--- src/rtl/axis_packet_stats.sv ---
`default_nettype none
// ============================================================================
// Module   : axis_packet_stats
// Purpose  : AXI-Stream pass-through monitor. A registered 2-entry skid
//            buffer carries the stream at full throughput with backpressure.
//            Beats, TLAST-delimited packets, the current packet length and the
//            longest completed packet are counted on output handshakes.
// Ports    : clk, resetn (async active-low), stats_clear (sync clear pulse)
//            axis_in_*   : upstream slave side (tready registered)
//            axis_out_*  : downstream master side (all outputs registered)
//            beat_count, packet_count, cur_pkt_len, max_pkt_len : statistics
//            stall_count : cycles with out_tvalid & !out_tready
// Options  : AXIS_STATS_STALL_EN - when defined, adds stall_count and its
//            counter; when undefined, both are absent.
// Revision : 1.0 - initial release
// ============================================================================
module axis_packet_stats #(
  parameter int DW       = 128,
  parameter int CW       = 32,
  parameter int LW       = 16,
  parameter int SATURATE = 0
) (
  input  logic          clk,
  input  logic          resetn,
  input  logic          stats_clear,
  input  logic [DW-1:0] axis_in_tdata,
  input  logic          axis_in_tvalid,
  input  logic          axis_in_tlast,
  output logic          axis_in_tready,
  output logic [DW-1:0] axis_out_tdata,
  output logic          axis_out_tvalid,
  output logic          axis_out_tlast,
  input  logic          axis_out_tready,
  output logic [CW-1:0] beat_count,
  output logic [CW-1:0] packet_count,
  output logic [LW-1:0] cur_pkt_len,
  output logic [LW-1:0] max_pkt_len
`ifdef AXIS_STATS_STALL_EN
  ,
  output logic [CW-1:0] stall_count
`endif
);

  localparam bit c_SAT = (SATURATE != 0);

  typedef enum logic [1:0] {
    S_EMPTY = 2'd0,
    S_ONE   = 2'd1,
    S_FULL  = 2'd2
  } state_t;

  state_t          r_state;
  state_t          w_next_state;
  logic            w_load_out;
  logic            w_load_skid;
  logic            w_skid_to_out;

  logic [DW-1:0]   r_out_data;
  logic            r_out_last;
  logic            r_out_valid;
  logic [DW-1:0]   r_skid_data;
  logic            r_skid_last;
  logic            r_in_ready;

  logic            w_in_hs;
  logic            w_out_hs;

  logic [CW-1:0]   r_beat_count;
  logic [CW-1:0]   r_packet_count;
  logic [LW-1:0]   r_cur_pkt_len;
  logic [LW-1:0]   r_max_pkt_len;
  logic [CW-1:0]   w_beat_inc;
  logic [CW-1:0]   w_packet_inc;
  logic [LW-1:0]   w_pkt_len;
  logic [LW-1:0]   w_max_nxt;

  assign w_in_hs  = axis_in_tvalid & r_in_ready;
  assign w_out_hs = r_out_valid & axis_out_tready;

  // --------------------------------------------------------------------------
  // Skid buffer control
  // --------------------------------------------------------------------------
  always_ff @(posedge clk or negedge resetn) begin
    if (!resetn) begin
      r_state <= S_EMPTY;
    end else begin
      r_state <= w_next_state;
    end
  end

  always_comb begin
    w_next_state  = r_state;
    w_load_out    = 1'b0;
    w_load_skid   = 1'b0;
    w_skid_to_out = 1'b0;
    case (r_state)
      S_EMPTY: begin
        if (w_in_hs) begin
          w_next_state = S_ONE;
          w_load_out   = 1'b1;
        end
      end
      S_ONE: begin
        if (w_in_hs && !w_out_hs) begin
          w_next_state = S_FULL;
          w_load_skid  = 1'b1;
        end else if (!w_in_hs && w_out_hs) begin
          w_next_state = S_EMPTY;
        end else if (w_in_hs && w_out_hs) begin
          w_load_out   = 1'b1;
        end
      end
      S_FULL: begin
        // tready is low here, so no new beat can arrive in this state
        if (w_out_hs) begin
          w_next_state  = S_ONE;
          w_skid_to_out = 1'b1;
        end
      end
      default: begin
        w_next_state = S_EMPTY;
      end
    endcase
  end

  // Valid and ready are registered from the next state so both are plain
  // flops at the ports without adding a cycle of latency.
  always_ff @(posedge clk or negedge resetn) begin
    if (!resetn) begin
      r_out_data  <= '0;
      r_out_last  <= 1'b0;
      r_out_valid <= 1'b0;
      r_skid_data <= '0;
      r_skid_last <= 1'b0;
      r_in_ready  <= 1'b0;
    end else begin
      if (w_load_out) begin
        r_out_data <= axis_in_tdata;
        r_out_last <= axis_in_tlast;
      end else if (w_skid_to_out) begin
        r_out_data <= r_skid_data;
        r_out_last <= r_skid_last;
      end
      if (w_load_skid) begin
        r_skid_data <= axis_in_tdata;
        r_skid_last <= axis_in_tlast;
      end
      r_out_valid <= (w_next_state != S_EMPTY);
      r_in_ready  <= (w_next_state != S_FULL);
    end
  end

  assign axis_in_tready  = r_in_ready;
  assign axis_out_tdata  = r_out_data;
  assign axis_out_tlast  = r_out_last;
  assign axis_out_tvalid = r_out_valid;

  // --------------------------------------------------------------------------
  // Statistics
  // --------------------------------------------------------------------------
  assign w_beat_inc   = (c_SAT && (&r_beat_count))   ? r_beat_count   : r_beat_count + CW'(1);
  assign w_packet_inc = (c_SAT && (&r_packet_count)) ? r_packet_count : r_packet_count + CW'(1);
  // Length including the current beat; also the next cur_pkt_len value
  assign w_pkt_len    = (c_SAT && (&r_cur_pkt_len))  ? r_cur_pkt_len  : r_cur_pkt_len + LW'(1);
  assign w_max_nxt    = (w_pkt_len > r_max_pkt_len)  ? w_pkt_len      : r_max_pkt_len;

  always_ff @(posedge clk or negedge resetn) begin
    if (!resetn) begin
      r_beat_count   <= '0;
      r_packet_count <= '0;
      r_cur_pkt_len  <= '0;
      r_max_pkt_len  <= '0;
    end else begin
      // cur_pkt_len ignores stats_clear so the packet in flight keeps its length
      if (w_out_hs) begin
        r_cur_pkt_len <= r_out_last ? '0 : w_pkt_len;
      end
      if (stats_clear) begin
        r_beat_count   <= '0;
        r_packet_count <= '0;
        r_max_pkt_len  <= '0;
      end else if (w_out_hs) begin
        r_beat_count <= w_beat_inc;
        if (r_out_last) begin
          r_packet_count <= w_packet_inc;
          r_max_pkt_len  <= w_max_nxt;
        end
      end
    end
  end

  assign beat_count   = r_beat_count;
  assign packet_count = r_packet_count;
  assign cur_pkt_len  = r_cur_pkt_len;
  assign max_pkt_len  = r_max_pkt_len;

`ifdef AXIS_STATS_STALL_EN
  logic [CW-1:0] r_stall_count;
  logic [CW-1:0] w_stall_inc;

  assign w_stall_inc = (c_SAT && (&r_stall_count)) ? r_stall_count : r_stall_count + CW'(1);

  always_ff @(posedge clk or negedge resetn) begin
    if (!resetn) begin
      r_stall_count <= '0;
    end else if (stats_clear) begin
      r_stall_count <= '0;
    end else if (r_out_valid && !axis_out_tready) begin
      r_stall_count <= w_stall_inc;
    end
  end

  assign stall_count = r_stall_count;
`endif

endmodule
`default_nettype wire
--- config.mk ---
export PLATFORM = sky130hd
export DESIGN_NAME = axis_packet_stats
export DESIGN_NICKNAME = d
export VERILOG_FILES = /design/src/rtl/axis_packet_stats.sv
export SDC_FILE = /design/constraint.sdc
export NUM_CORES = 1
export LEC_CHECK = 0
export CORE_MARGIN = 1
export CORE_UTILIZATION = 50
export DETAILED_ROUTE_END_ITERATION = 12
export DONT_BUFFER_PORTS = 1
export HOLD_SLACK_MARGIN = 0.08
export PLACE_DENSITY = 0.74
export SLEW_MARGIN = 20
export SYNTH_ARGS = -nofsm -noshare
export SYNTH_HDL_FRONTEND = slang
export SYNTH_SLANG_ARGS = --single-unit
export TNS_END_PERCENT = 10
--- constraint.sdc ---
create_clock -name clk -period 3.05 [get_ports clk]
set_input_delay 0.4575 -clock clk [delete_from_list [all_inputs] [get_ports clk]]
set_output_delay 0.4575 -clock clk [all_outputs]
set_load 0.02 [all_outputs]
==> impl_metrics.ini <==
[die]
rows = 64
io_pins = 361
die_w_um = 178
start_util_pct = 50.8
fp.dieH_um = 178
placeableCoreArea_mm2 = 0.0306
die_area_mm2 = 0.0318

[sta]
grt_setup_unrepaired = true
finalCritPeriodShare_pct = 101
tightest_slew_ns = 1.07
hold_viol = 358
fin_ws_ns = -0.0261
clock.fmax_mhz = 325
period_needed_ns = 3.08
fin_skew_ns = 0.0222
final-max-slew-violation-count = 0
setup_viol = 10
max-slew-margin-rel_pct = 28.4
tns_ns = -0.114
timing.hold.ws_ns = -0.337

[yosys]
async_reset_ff_share_pct = 100
netlist_instances = 1402
synth_xor_area_share_pct = 3.89
synth.area.mux_share_pct = 9.81
synth_edf_count = 0
synthAdderAreaFrac_pct = 1.53
ys.flop_type = dfrtp_1
syn_area_mm2 = 0.0155
yosysTopAreaCellShare_pct = 57.6
synth-compound-area-share_pct = 9.14
synthTopCellsByArea = dfrtp_1 58%, mux2_2 9.4%, nand2_1 7.3%, a22oi_1 6.2%, xor2_1 2.1%
synth_cell_types = 53
yosysSeqAreaShare_pct = 57.6
synth_top_area_cell = dfrtp_1
synth_top_family_by_area = simple AND/OR/NAND/NOR gates
ys_warn_count = 0
synth_fp_nets = 1555
synthSimpleGateAreaFrac_pct = 14.6
avgSynthCellArea_um2 = 11.1
ys_ff_latch = 358

[worst_setup_path]
crit_chain = nand3_4, or2_1, or4_4, xor2_4, inv_2, ha_4, nand4_1, or2_4, a211oi_4, o41a_4, o22ai_1
reg2reg_from = cur_pkt_len[3]
cpPeakStageDelay_ns = 0.47
worst-path-buf-inv = 1
r2r_end = max_pkt_len[5]
crit_arrival_ns = 3.44
crit_fanout = 15
regToRegSetupSlack_ns = -0.03
critPathLaunchType = register
worstSetupPathType = register to register
required_ns = 3.41
cp-startpoint = cur_pkt_len[3]
crit_family = simple AND/OR/NAND/NOR gates
slowest_stage = or4_4
reg2regPathDepth = 11
cp-end-kind = register

[placement]
post-place-ws_ns = -0.116
dp_hpwl_um = 24500
gp_congestion = 0.869
place_inst = 1764
io_buffers = 0

[routing]
totalWireLength_um = 40700
drtAntennaViolNets = 0
drt_iter0_drc = 649
via_per_inst = 5.77
avgRoutedWirePerCell_um = 20.7
drc = 0
via_count = 11400
dr.pass1.iters = 5

[global_routing]
grt_usage_pct = 25.1
antenna_found_initial = 3
grt_pass1_wl_um = 63100
grt_max_degree = 359
grt_pass1_vias = 11800
overflow = 0

[finish]
nets = 1698
layout-drive-gt1-share_pct = 18.7
finalNonFillerCells = 1972
areaGrowthSynthToFinish_pct = 22.0
fill_cells = 2245

[pwr]
clkPwrFrac_pct = 26.5
p_comb_share_pct = 24.4
p_sw_share_pct = 36.5
power_density_mw_per_mm2 = 960
worst_ir_drop_vdd_v = 0.000791
seq_power_share_pct = 49.1
p_int_mw = 11.6
p_sw_mw = 6.65
leakage_nw = 8.67

[clock_network]
clkLatencyLatePin_ns = 0.51
cts_tree = yes
cts_made_buffers = 38
ctsRootBufferMaster = clkbuf_16
clkTransAtPathRegs_ns = 0.06
cts.htree.levels = 2
cts_sinks = 358
clockBufferDepth = 3

[hold_path]
hold_path.class = input pin to asynchronous set/reset pin

[outcome]
status = finished with violations
violations = hold timing, setup timing

[run]
cap_violations = 0
## power by group through the flow
stage / registers [mW] / clock network (mW) / logic [mW]
floorplan: 8.49 / 0 / 3.18
global placement: 8.84 / 0 / 3.98
detailed placement: 8.91 / 0 / 4.18
CTS: 8.86 / 4.90 / 4.36
global route: 9.11 / 5.08 / 4.91
finish: 8.94 / 4.82 / 4.44
## registers in the layout, summed over array words and instances, names as in the netlist
name             cells
beat_count          32
cur_pkt_len         16
r_skid_last          1
axis_out_tdata     128
axis_out_tlast       1
packet_count        32
axis_out_tvalid      1
max_pkt_len         16
r_state              2
r_skid_data        128
axis_in_tready       1
## cell usage in the layout, fill, tap and decap left out, drive strengths merged, types with 8 or more instances in the layout
cell type,Yosys,layout
and4,10,10
mux2,131,131
nor4,15,15
xnor2,32,32
xor2,37,37
o22ai,18,18
nor3,8,8
a21oi,17,17
dfrtp,358,358
o21ai,20,20
ha,19,19
nand2,304,304
buf,49,54
nand3,30,30
nor2,76,76
clkbuf,33,58
dlygate4sd3,0,131
nand4,23,23
inv,40,41
a22oi,129,129
## cell families after synthesis
kind of cell | after synthesis
xor gates and xnor gates | 69
muxes | 136
AOI/OAI and AO/OA | 200
adders and majority gates | 19
buffers and inverters | 122
DFF | 358
and+or+nand+nor | 498
## routing by layer
layer	track usage, %	up-vias	share of wire, %
met5	0	-	0
met4	8.93	0	3.1
met3	8.16	94	9.2
met2	41.5	436	49
met1	30.6	5732	38
li1	-	5124	-
## cells in the mapped netlist, types with 2 or more instances
library cell    n
nand2b_1        2
mux2i_1         5
xnor2_1        32
and2_1          4
dfrtp_1       358
nor4_1          4
nand4_1        22
mux2_2        130
inv_1          40
nand3_2         2
xor2_1         37
and4_1         10
a22oi_1       129
o31ai_1         2
o21ai_0        18
or2_1           3
o21ai_1         2
o211ai_1        2
nand3_1        28
nor4_2         10
buf_2          45
or3_1           7
nor2_1         76
buf_1           2
o21a_1          3
nor3_1          8
nor2b_1         4
and3_1          7
nand2_1       304
o22ai_1        17
clkbuf_1       33
a21oi_1        17
ha_1           19
## area by class of cell
class | count | area [µm²] | area share, %
sequential | 358 | 8970 | 47.3
inverter | 40 | 150 | 0.792
multi-input combinational | 922 | 6200 | 32.7
clock buffer | 58 | 1160 | 6.11
clock inverter | 10 | 159 | 0.838
timing repair buffer | 185 | 1810 | 9.56
antenna | 3 | 7.51 | 0.0396
tap | 396 | 495 | 2.61
## worst max-delay path by stage
| stage | endpoint | slack (ns) | depth (start not counted) |
|---|---|---|---|
| after floorplan | max_pkt_len[12] | 0.007 | 13 |
| after global placement | max_pkt_len[5] | 0.007 | 11 |
| after detailed placement | max_pkt_len[8] | -0.12 | 11 |
| after CTS | max_pkt_len[5] | 0.006 | 11 |
| after global routing | max_pkt_len[5] | -0.11 | 11 |
| final | max_pkt_len[5] | -0.03 | 11 |
## metrics by stage
step / utilization [%] / total power, mW / instance area, µm²
after floorplan: - / 11.7 / 15700
after global placement: 53.0 / 12.8 / 16200
after detailed placement: 53.0 / 13.1 / 16200
after CTS: 61.6 / 18.1 / 18800
after global routing: 62.0 / 19.1 / 19000
final: 62.0 / 18.2 / 19000
## timing repair
action                                 4_1_cts  5_1_grt
pin swaps                                    1        1
setup endpoints to repair                   15       16
endpoints found under the hold margin      649      363
gates resized for setup                      0        7
buffers inserted                             3        2
hold buffers                               127        5
(Power assumes the default switching activity.)
